===== config.mk =====
export PLATFORM = sky130hd
export DESIGN_NAME = mf_cegen
export DESIGN_NICKNAME = d
export VERILOG_FILES = /design/src/rtl/mf_cegen.sv
export SDC_FILE = /design/constraint.sdc
export NUM_CORES = 1
export LEC_CHECK = 0
export CORE_UTILIZATION = 25
export CTS_CLUSTER_SIZE = 30
export DETAILED_ROUTE_END_ITERATION = 10
export MAX_ROUTING_LAYER = met4
export REMOVE_ABC_BUFFERS = 1
export SYNTH_ARGS = -nofsm -noshare
export SYNTH_HDL_FRONTEND = slang
export SYNTH_SLANG_ARGS = --single-unit

===== constraint.sdc =====
create_clock -name refclk -period 3.2 [get_ports refclk]
set_clock_uncertainty 0.05 [all_clocks]
set_input_delay 0.64 -clock refclk [delete_from_list [all_inputs] [get_ports refclk]]
set_output_delay 0.64 -clock refclk [all_outputs]
set_load 0.05 [all_outputs]

===== src/rtl/mf_cegen.sv =====
// mf_cegen: multi-channel fractional clock-enable generator.
//
// NUM_CH phase accumulators share one reference clock. Each one emits a
// single-cycle enable pulse whenever its accumulator wraps. Increments and
// start phases are staged in shadow registers and copied into the running
// set by a commit. A commit also restarts a settle window, and `locked`
// follows the same semantics as a PLL lock flag.
//
// Optional build macro: MF_CEGEN_DIVCLK_EN
//   When defined, adds div_out[NUM_CH-1:0]. Each bit toggles on every
//   cycle where the matching ce bit is high.
//
// FSM states:
//   state  | meaning
//   UNCONF | after reset; no active configuration, accumulators hold, ce=0
//   SETTLE | committed config running, ce masked, settle counter counting up
//   LOCKED | configuration stable, ce follows accumulator carries

module mf_cegen #(
  parameter int NUM_CH      = 5,
  parameter int ACC_W       = 32,
  parameter int LOCK_CYCLES = 256,
  localparam int CH_W       = (NUM_CH > 1) ? $clog2(NUM_CH) : 1,
  localparam int CNT_W      = $clog2(LOCK_CYCLES)
) (
  input  logic              refclk,
  input  logic              rst_n,
  input  logic              cfg_we,
  input  logic [CH_W-1:0]   cfg_ch,
  input  logic [ACC_W-1:0]  cfg_inc,
  input  logic [ACC_W-1:0]  cfg_phase,
  input  logic              cfg_commit,
  output logic              cfg_busy,
  output logic [NUM_CH-1:0] ce,
  output logic              locked
`ifdef MF_CEGEN_DIVCLK_EN
  ,
  output logic [NUM_CH-1:0] div_out
`endif
);

  typedef enum logic [1:0] {
    ST_UNCONF = 2'd0,
    ST_SETTLE = 2'd1,
    ST_LOCKED = 2'd2
  } state_e;

  state_e            state_q, state_d;
  logic [CNT_W-1:0]  cnt_q, cnt_d;
  logic              run;

  logic [ACC_W-1:0]  sh_inc_q   [NUM_CH];
  logic [ACC_W-1:0]  sh_phase_q [NUM_CH];
  logic [ACC_W-1:0]  inc_q      [NUM_CH];
  logic [ACC_W-1:0]  acc_q      [NUM_CH];
  logic [ACC_W:0]    sum        [NUM_CH];
  logic [ACC_W-1:0]  commit_inc   [NUM_CH];
  logic [ACC_W-1:0]  commit_phase [NUM_CH];

  logic [NUM_CH-1:0] carry_q;
  logic [NUM_CH-1:0] ce_q, ce_d;
  logic [NUM_CH-1:0] wr_sel;
  logic              wr_ok;

  // A write to a channel number that does not exist is dropped.
  assign wr_ok = cfg_we && (int'(cfg_ch) < NUM_CH);

  // Decode which channel shadow the current write targets.
  always_comb begin
    wr_sel = '0;
    for (int i = 0; i < NUM_CH; i++) begin
      wr_sel[i] = wr_ok && (cfg_ch == CH_W'(i));
    end
  end

  // Commit data: a write in the same cycle bypasses the shadow so the
  // commit picks up the value being written.
  always_comb begin
    for (int i = 0; i < NUM_CH; i++) begin
      commit_inc[i]   = wr_sel[i] ? cfg_inc   : sh_inc_q[i];
      commit_phase[i] = wr_sel[i] ? cfg_phase : sh_phase_q[i];
    end
  end

  // Full-width add per channel; the extra MSB is the wrap carry.
  always_comb begin
    for (int i = 0; i < NUM_CH; i++) begin
      sum[i] = {1'b0, acc_q[i]} + {1'b0, inc_q[i]};
    end
  end

  // Next-state, settle counter and accumulator run enable.
  always_comb begin
    state_d = state_q;
    cnt_d   = cnt_q;
    run     = 1'b0;
    case (state_q)
      ST_UNCONF: begin
        state_d = ST_UNCONF;
      end
      ST_SETTLE: begin
        run   = 1'b1;
        cnt_d = cnt_q + CNT_W'(1);
        if (cnt_q == CNT_W'(LOCK_CYCLES - 1)) begin
          state_d = ST_LOCKED;
          cnt_d   = cnt_q;
        end
      end
      ST_LOCKED: begin
        run = 1'b1;
      end
      default: begin
        state_d = ST_UNCONF;
      end
    endcase
    if (cfg_commit) begin
      state_d = ST_SETTLE;
      cnt_d   = '0;
    end
  end

  // State and settle counter registers.
  always_ff @(posedge refclk or negedge rst_n) begin
    if (!rst_n) begin
      state_q <= ST_UNCONF;
      cnt_q   <= '0;
    end else begin
      state_q <= state_d;
      cnt_q   <= cnt_d;
    end
  end

  // Shadow registers; they never touch the running set until a commit.
  always_ff @(posedge refclk or negedge rst_n) begin
    if (!rst_n) begin
      for (int i = 0; i < NUM_CH; i++) begin
        sh_inc_q[i]   <= '0;
        sh_phase_q[i] <= '0;
      end
    end else begin
      for (int i = 0; i < NUM_CH; i++) begin
        if (wr_sel[i]) begin
          sh_inc_q[i]   <= cfg_inc;
          sh_phase_q[i] <= cfg_phase;
        end
      end
    end
  end

  // Active increments and accumulators. A commit reloads the start phase
  // and drops any pending carry, so the restarted sequence is clean.
  always_ff @(posedge refclk or negedge rst_n) begin
    if (!rst_n) begin
      for (int i = 0; i < NUM_CH; i++) begin
        inc_q[i] <= '0;
        acc_q[i] <= '0;
      end
      carry_q <= '0;
    end else begin
      for (int i = 0; i < NUM_CH; i++) begin
        if (cfg_commit) begin
          inc_q[i]   <= commit_inc[i];
          acc_q[i]   <= commit_phase[i];
          carry_q[i] <= 1'b0;
        end else if (run) begin
          {carry_q[i], acc_q[i]} <= sum[i];
        end
      end
    end
  end

  // The carry is published only while locked. The pulse that would be
  // registered on a commit edge is suppressed.
  always_comb begin
    ce_d = '0;
    if ((state_q == ST_LOCKED) && !cfg_commit) begin
      ce_d = carry_q;
    end
  end

  // Registered enable outputs.
  always_ff @(posedge refclk or negedge rst_n) begin
    if (!rst_n) begin
      ce_q <= '0;
    end else begin
      ce_q <= ce_d;
    end
  end

`ifdef MF_CEGEN_DIVCLK_EN
  logic [NUM_CH-1:0] div_q;

  // Half-rate toggles driven by the enables; they restart low on a commit.
  always_ff @(posedge refclk or negedge rst_n) begin
    if (!rst_n) begin
      div_q <= '0;
    end else if (cfg_commit) begin
      div_q <= '0;
    end else begin
      div_q <= div_q ^ ce_q;
    end
  end

  assign div_out = div_q;
`endif

  assign ce       = ce_q;
  assign locked   = (state_q == ST_LOCKED);
  assign cfg_busy = (state_q == ST_SETTLE);

endmodule


== Word level (Yosys, flattened, before mapping) ==
Cells that the tools add are included.
Operators by class
  bitwise operators: 0
  multiply operators: 0
  shifts and indexed selects: 0
  $add $sub $neg: 6
  magnitude comparators: 1
  eq/ne operators: 10
  muxes and demuxes: 38
  reductions and logical operators: 14
  divide/modulo/power cells: 0
Operator list (number)
  32-bit 2-to-1 mux: 20
  32-bit by 32-bit adder with 33-bit output: 5
  8-bit 2-to-1 mux: 3
  1-bit 2-to-1 mux: 11
  8-bit by 1-bit adder with 8-bit output, second input constant: 1
  8-bit == test, second input constant: 1
  1-bit logical AND: 7
  3-bit by 2-bit == test with 1-bit output, second input constant: 2
  5-bit 2-to-1 mux: 1
  2-bit 2-to-1 mux: 2
  2-bit != test, second input constant: 2
  2-bit one-hot mux with 2 select lines: 1
  2-bit AND reduction: 2
  2-bit nonzero test: 2
  3-bit by 1-bit == test with 1-bit output, second input constant: 1
  3-bit == test, second input constant: 1
  3-bit zero test: 1
  3-bit < comparator, second input constant: 1
  3-bit by 2-bit != test with 1-bit output, second input constant: 1
  2-bit by 1-bit == test with 1-bit output, second input constant: 1
  2-bit == test, second input constant: 1
  2-bit OR reduction: 1
  1-bit zero test: 1
Storage, ports and cells
  memories kept: 0
  ROM bits: 0
  RAM bits: 0
  latch bits: 0
  logic and storage cells: 93
  bits of input ports: 71
  output and inout bits: 7
  bits in registers: 660

== Depth between registers and ports, before layout ==
  word-level depth: 5
  gate-level depth with buffers: 11
  mapped depth without buffers: 11

== Worst setup path after synthesis ==
OpenSTA, ideal clock, no wires.
  path type: register to register
  start: reg inc_q[32] (netlist bit)
  end: reg acc_q[62] (netlist bit)
  stages on the path, launching flop included: 12
  arrival time: 2.782 ns
  path slack: 0.303 ns
  data required time: 3.085 ns
  library setup time: 0.065 ns
  buffers on the path: 0
  period minus slack after synthesis: 2.897 ns
  cell sequence: dfrtp_1 ha_1 fa_1 a21oi_2 o211ai_1 a31oi_2 a21oi_1 o41ai_2 o21bai_1 a221oi_2 mux2i_1 o221a_2
Between the ends
  longest elaborated chain between the ends: 3
RTL lines
  start, declared: RTL line 54  | logic [ACC_W-1:0] inc_q [NUM_CH];
  start signal, assigned by index: RTL line 162  | inc_q[i] <= commit_inc[i];
  32-bit by 32-bit adder with 33-bit output: RTL line 88  | sum[i] = {1'b0, acc_q[i]} + {1'b0, inc_q[i]};
  32-bit 2-to-1 mux: RTL line 165  | end else if (run) begin
  32-bit 2-to-1 mux: RTL line 161  | if (cfg_commit) begin
  end signal, assigned by index: RTL line 163  | acc_q[i] <= commit_phase[i];
  end signal, assigned by index: RTL line 166  | {carry_q[i], acc_q[i]} <= sum[i];
  end, declared: RTL line 55  | logic [ACC_W-1:0] acc_q [NUM_CH];
No other way between the ends. The select of a mux whose other input is x is not followed.
A chain may end at the register's enable or synchronous reset.

== Final worst setup path ==
  start: reg inc_q[96] (netlist bit)
  end: reg acc_q[126] (netlist bit)
Same word-level chain as after synthesis.

==> impl_metrics.csv <==
group,metric,value,unit
clock_network,numClockSinks,660,
run,drv.max_cap_violation_count,0,
drt,drt_first_iter_violations,1543,
timing,clock.fmax,324,MHz
floorplanning,floorplan.die.width,370,um
clock_network,htree_levels,3,
drt,wl_met1,44500,um
timing,fin_ws,0.117,ns
global_routing,grt_use_total,0.143,
synth,synth_enable_flop_cells,0,
setup_path,crit_slowest_cell,"fa_1",
layout,fill_cells,13700,
global_routing,vias_in_the_first_global_route,25300,
setup_path,end_kind,"register",
layout,final_core_util,0.299,
synth,multiplexer_fraction_of_the_synthesized_cell_area,0.113,
timing,hold_violations,0,
drt,met3_wirelength,3760,um
layout,ff_latch_area,0.0165,mm2
place,place.port_buffers,77,
timing,slew_headroom,0.297,
global_routing,pin_count_of_the_biggest_net_entering_global_routing,168,
global_routing,overflow,0,
synth,synthArstFlopShare,1.00,
setup_path,critPathRequiredTime,3.72,ns
setup_path,r2r_slack,0.12,ns
setup_path,path_class,"reg2reg",
global_routing,antenna_found_initial,11,
synth,synth_cell_type_count,84,
floorplanning,pin_count,78,
layout,flow.area_growth_from_synthesis,18.1,%
pwr,p_leak,0.0170,uW
synth,synth.cell_area,0.0339,mm2
layout,drive_above_1_share,0.182,
synth,ys_seq_elements,660,
synth,ys_dominant_reg_cell,"dfrtp_1",
timing,worst_pin_slew,1.05,ns
place,placed_cells,5145,
synth,synth_area_per_cell,10.1,um2
synth,synth.top_cell.area_share,0.487,
drt,final_antenna_net_count,0,
drt,top_layer_used,"met4",
drt,vias,25200,
drt,detail_route.vias_per_cell,4.77,
place,hpwl,66600,um
pwr,ir_drop,0.000860,V
pwr,cell_internal_pwr,23700,uW
pwr,powerDensity,986,mW/mm2
floorplanning,chip_height,370,um
clock_network,clock_insertion_delay_worst_skew,0.64,ns
timing,finalCritPeriodShare,0.963,
worst_hold_path,min-delay-path-class,"in2reg",
floorplanning,std_cell_rows,134,
setup_path,cp_top_family,"compound AO/OA/AOI/OAI gates",
synth,synth-adder-area-share,0.0631,
outcome,result_of_the_run,"finished, final reports clean",
place,place.gp.congestion,0.899,
layout,final_nets,3697,
pwr,switching_share,0.399,
setup_path,startpoint_type,"register",
pwr,power.combinational.fraction,0.487,
pwr,power_share_of_the_sequential_group,0.299,
synth,largest_family_of_logic_cells_by_synthesized_area,"compound AO/OA/AOI/OAI gates",
layout,design_area,0.0400,mm2
pwr,p_switching,15700,uW
timing,timing.setup.tns,0,ns
synth,post_synth_and_or_nand_nor_area_fraction,0.131,
setup_path,critPathBufInv,0,
global_routing,grt_first_pass_wirelength,150000,um
floorplanning,die_area,0.137,mm2
synth,synth-warning-count,0,
setup_path,cp_slowest_stage_delay,0.41,ns
layout,fin_cells,5283,
place,dp_slack,-0.108,ns
setup_path,crit_fanout,3,
drt,drcViolationCount,0,
floorplanning,starting_density_of_the_core,0.253,
place,placedInstanceArea,0.0375,mm2
layout,multiInputGateArea,0.0168,mm2
drt,finalWirelength,95800,um
floorplanning,core_area,0.134,mm2
clock_network,numCtsBuffers,73,
timing,timing.final.crit_period,3.08,ns
synth,synthXorXnorAreaFrac,0.0354,
setup_path,worstPathArrival,3.60,ns
synth,synth-seq-area-share,0.487,
clock_network,cts_tree,"yes",
clock_network,cts.reportedPaths.clkPinSlew,0.06,ns
synth,post-synth-top-area-cell,"dfrtp_1",
synth,post_synth_main_area_contributors,"dfrtp_1 49%, mux2_2 11%, nor2_1 7.8%",
timing,finalSetupViolations,0,
clock_network,clk_path_buf_depth,3,
drt,wl_per_cell,18.1,um
setup_path,timing.critical_path.cells,"ha_1 -> fa_1 -> a211oi_2 -> o21bai_1 -> and3_1 -> or2_2 -> a31oi_4 -> o21ai_2 -> a31oi_2 -> mux2i_1 -> o221a_2",
synth,post_synthesis_compound_gate_area_fraction,0.146,
timing,final-max-slew-violation-count,0,
synth,post_synthesis_cells,3358,
drt,dr_wl_met2,45300,um
drt,count_of_tritonroute_iterations_in_the_first_routing_pass,6,
pwr,clockPowerShare,0.213,
clock_network,cell_at_the_root_of_the_clock_tree,"clkbuf_16",
==> path summary, 6_finish.rpt <==
path                         startpoint             to  cells past startpoint
min reg2reg                sh_inc_q[83]   sh_inc_q[83]                      1
min                          cfg_commit      inc_q[37]                      3
max reg2reg                   inc_q[96]     acc_q[126]                     11
min in group asynchronous         rst_n     inc_q[128]                      2
max in group asynchronous         rst_n  sh_inc_q[157]                      3
max                           inc_q[96]     acc_q[126]                     11
==> stage by stage <==
stage | hold slack [ns] | power [uW]
finish | 0.412 | 39500
global route | 0.392 | 42300
CTS | 0.372 | 39300
detailed placement | 0.433 | 30600
global placement | 0.427 | 30300
floorplan | 0.294 | 24700
==> area by class of cell <==
cell class | count | share of cell area
inverter | 34 | 0.00337
clock buffer | 99 | 0.0506
sequential | 660 | 0.412
clock inverter | 32 | 0.00869
timing repair buffer | 204 | 0.0509
multi-input combinational | 2485 | 0.419
antenna | 1 | 0.0000625
tap | 1768 | 0.0552
==> placed cells by master, fill, tap and decap left out, types with 14 or more instances in the layout <==
cell type | Yosys | final
clkbuf_16 | 0 | 73
and2_1 | 14 | 14
clkbuf_1 | 166 | 16
o21ai_0 | 150 | 149
nor3_1 | 21 | 21
a21o_1 | 67 | 67
mux2_2 | 321 | 321
a21oi_1 | 298 | 295
a22oi_1 | 23 | 23
nor2b_1 | 20 | 19
o21bai_1 | 23 | 23
dfrtp_1 | 660 | 660
nor2_1 | 706 | 705
and3_1 | 15 | 15
xnor2_1 | 64 | 64
mux2i_1 | 20 | 20
o21a_1 | 50 | 50
nand2_1 | 152 | 151
nand4_1 | 24 | 24
buf_12 | 0 | 24
o211ai_1 | 20 | 20
buf_4 | 0 | 102
a211oi_1 | 34 | 32
a31oi_1 | 23 | 21
xor2_1 | 73 | 73
nand2b_1 | 14 | 14
nand3_1 | 31 | 31
ha_1 | 163 | 160
inv_1 | 33 | 33
clkdlybuf4s50_1 | 0 | 75
==> repair_timing <==
| action | in CTS | in global routing |
|---|---|---|
| hold endpoints to repair | 41 | 0 |
| endpoints found under the setup margin | 4 | 27 |
| buffers inserted | 0 | 5 |
| pin swaps | 4 | 20 |
| gates resized for setup | 5 | 20 |
| hold buffers | 1 | 0 |
==> tightest hold or removal path: stages <==
cell	delay [ns]
buf_8	0.17
nor2_1	0.14
nor2_1	0.05
==> kinds of logic (layout without fill, tap and decap cells) <==
family | Yosys count | after routing
AOI/OAI and AO/OA | 787 | 787
xor gates and xnor gates | 137 | 137
adders and majority gates | 168 | 168
buffers and inverters | 213 | 369
DFF | 660 | 660
muxes | 342 | 342
other | 0 | 1
and+or+nand+nor | 1051 | 1051
==> power by group through the flow <==
stage	logic, uW	registers (uW)	clock network (uW)
floorplan	13100	11600	0
global placement	18400	11800	0
detailed placement	18600	11900	0
CTS	18800	11800	8610
global route	21300	12100	8920
finish	19200	11800	8420
==> sequential cells by signal (all words and copies together) (netlist names) <==
signal / cells
acc_q: 160
inc_q: 160
sh_inc_q: 160
sh_phase_q: 160
cnt_q: 8
carry_q: 5
ce: 5
state_q: 2
==> Yosys cell counts (5+ instances only) <==
cell	number
ha_1	163
buf_2	6
a221oi_1	5
o21bai_1	23
mux2_2	321
o21ai_0	150
a31oi_1	23
a31oi_2	5
a21oi_1	298
fa_1	5
clkbuf_1	166
o21a_1	50
nand2_1	152
nand2b_1	14
buf_1	6
nor2b_1	20
nor2_1	706
nor3b_1	11
nand3_1	31
o21ai_1	10
and3_1	15
o31ai_1	7
or3_1	6
xor2_1	73
and4_1	5
and2_1	14
o211ai_1	20
xnor2_1	64
a21o_1	67
inv_1	33
nand4_1	24
o221a_2	7
a22oi_1	23
nor4_1	8
a211oi_1	34
nor3_1	21
mux2i_1	20
dfrtp_1	660
==> layer usage <==
layer  vias up  GRT usage
met3       131     0.0167
met2       502      0.228
met4         0     0.0435
li1      12000          -
met1     12600      0.189
met5         -          -
Note: power is estimated with default switching activity, not from simulation.
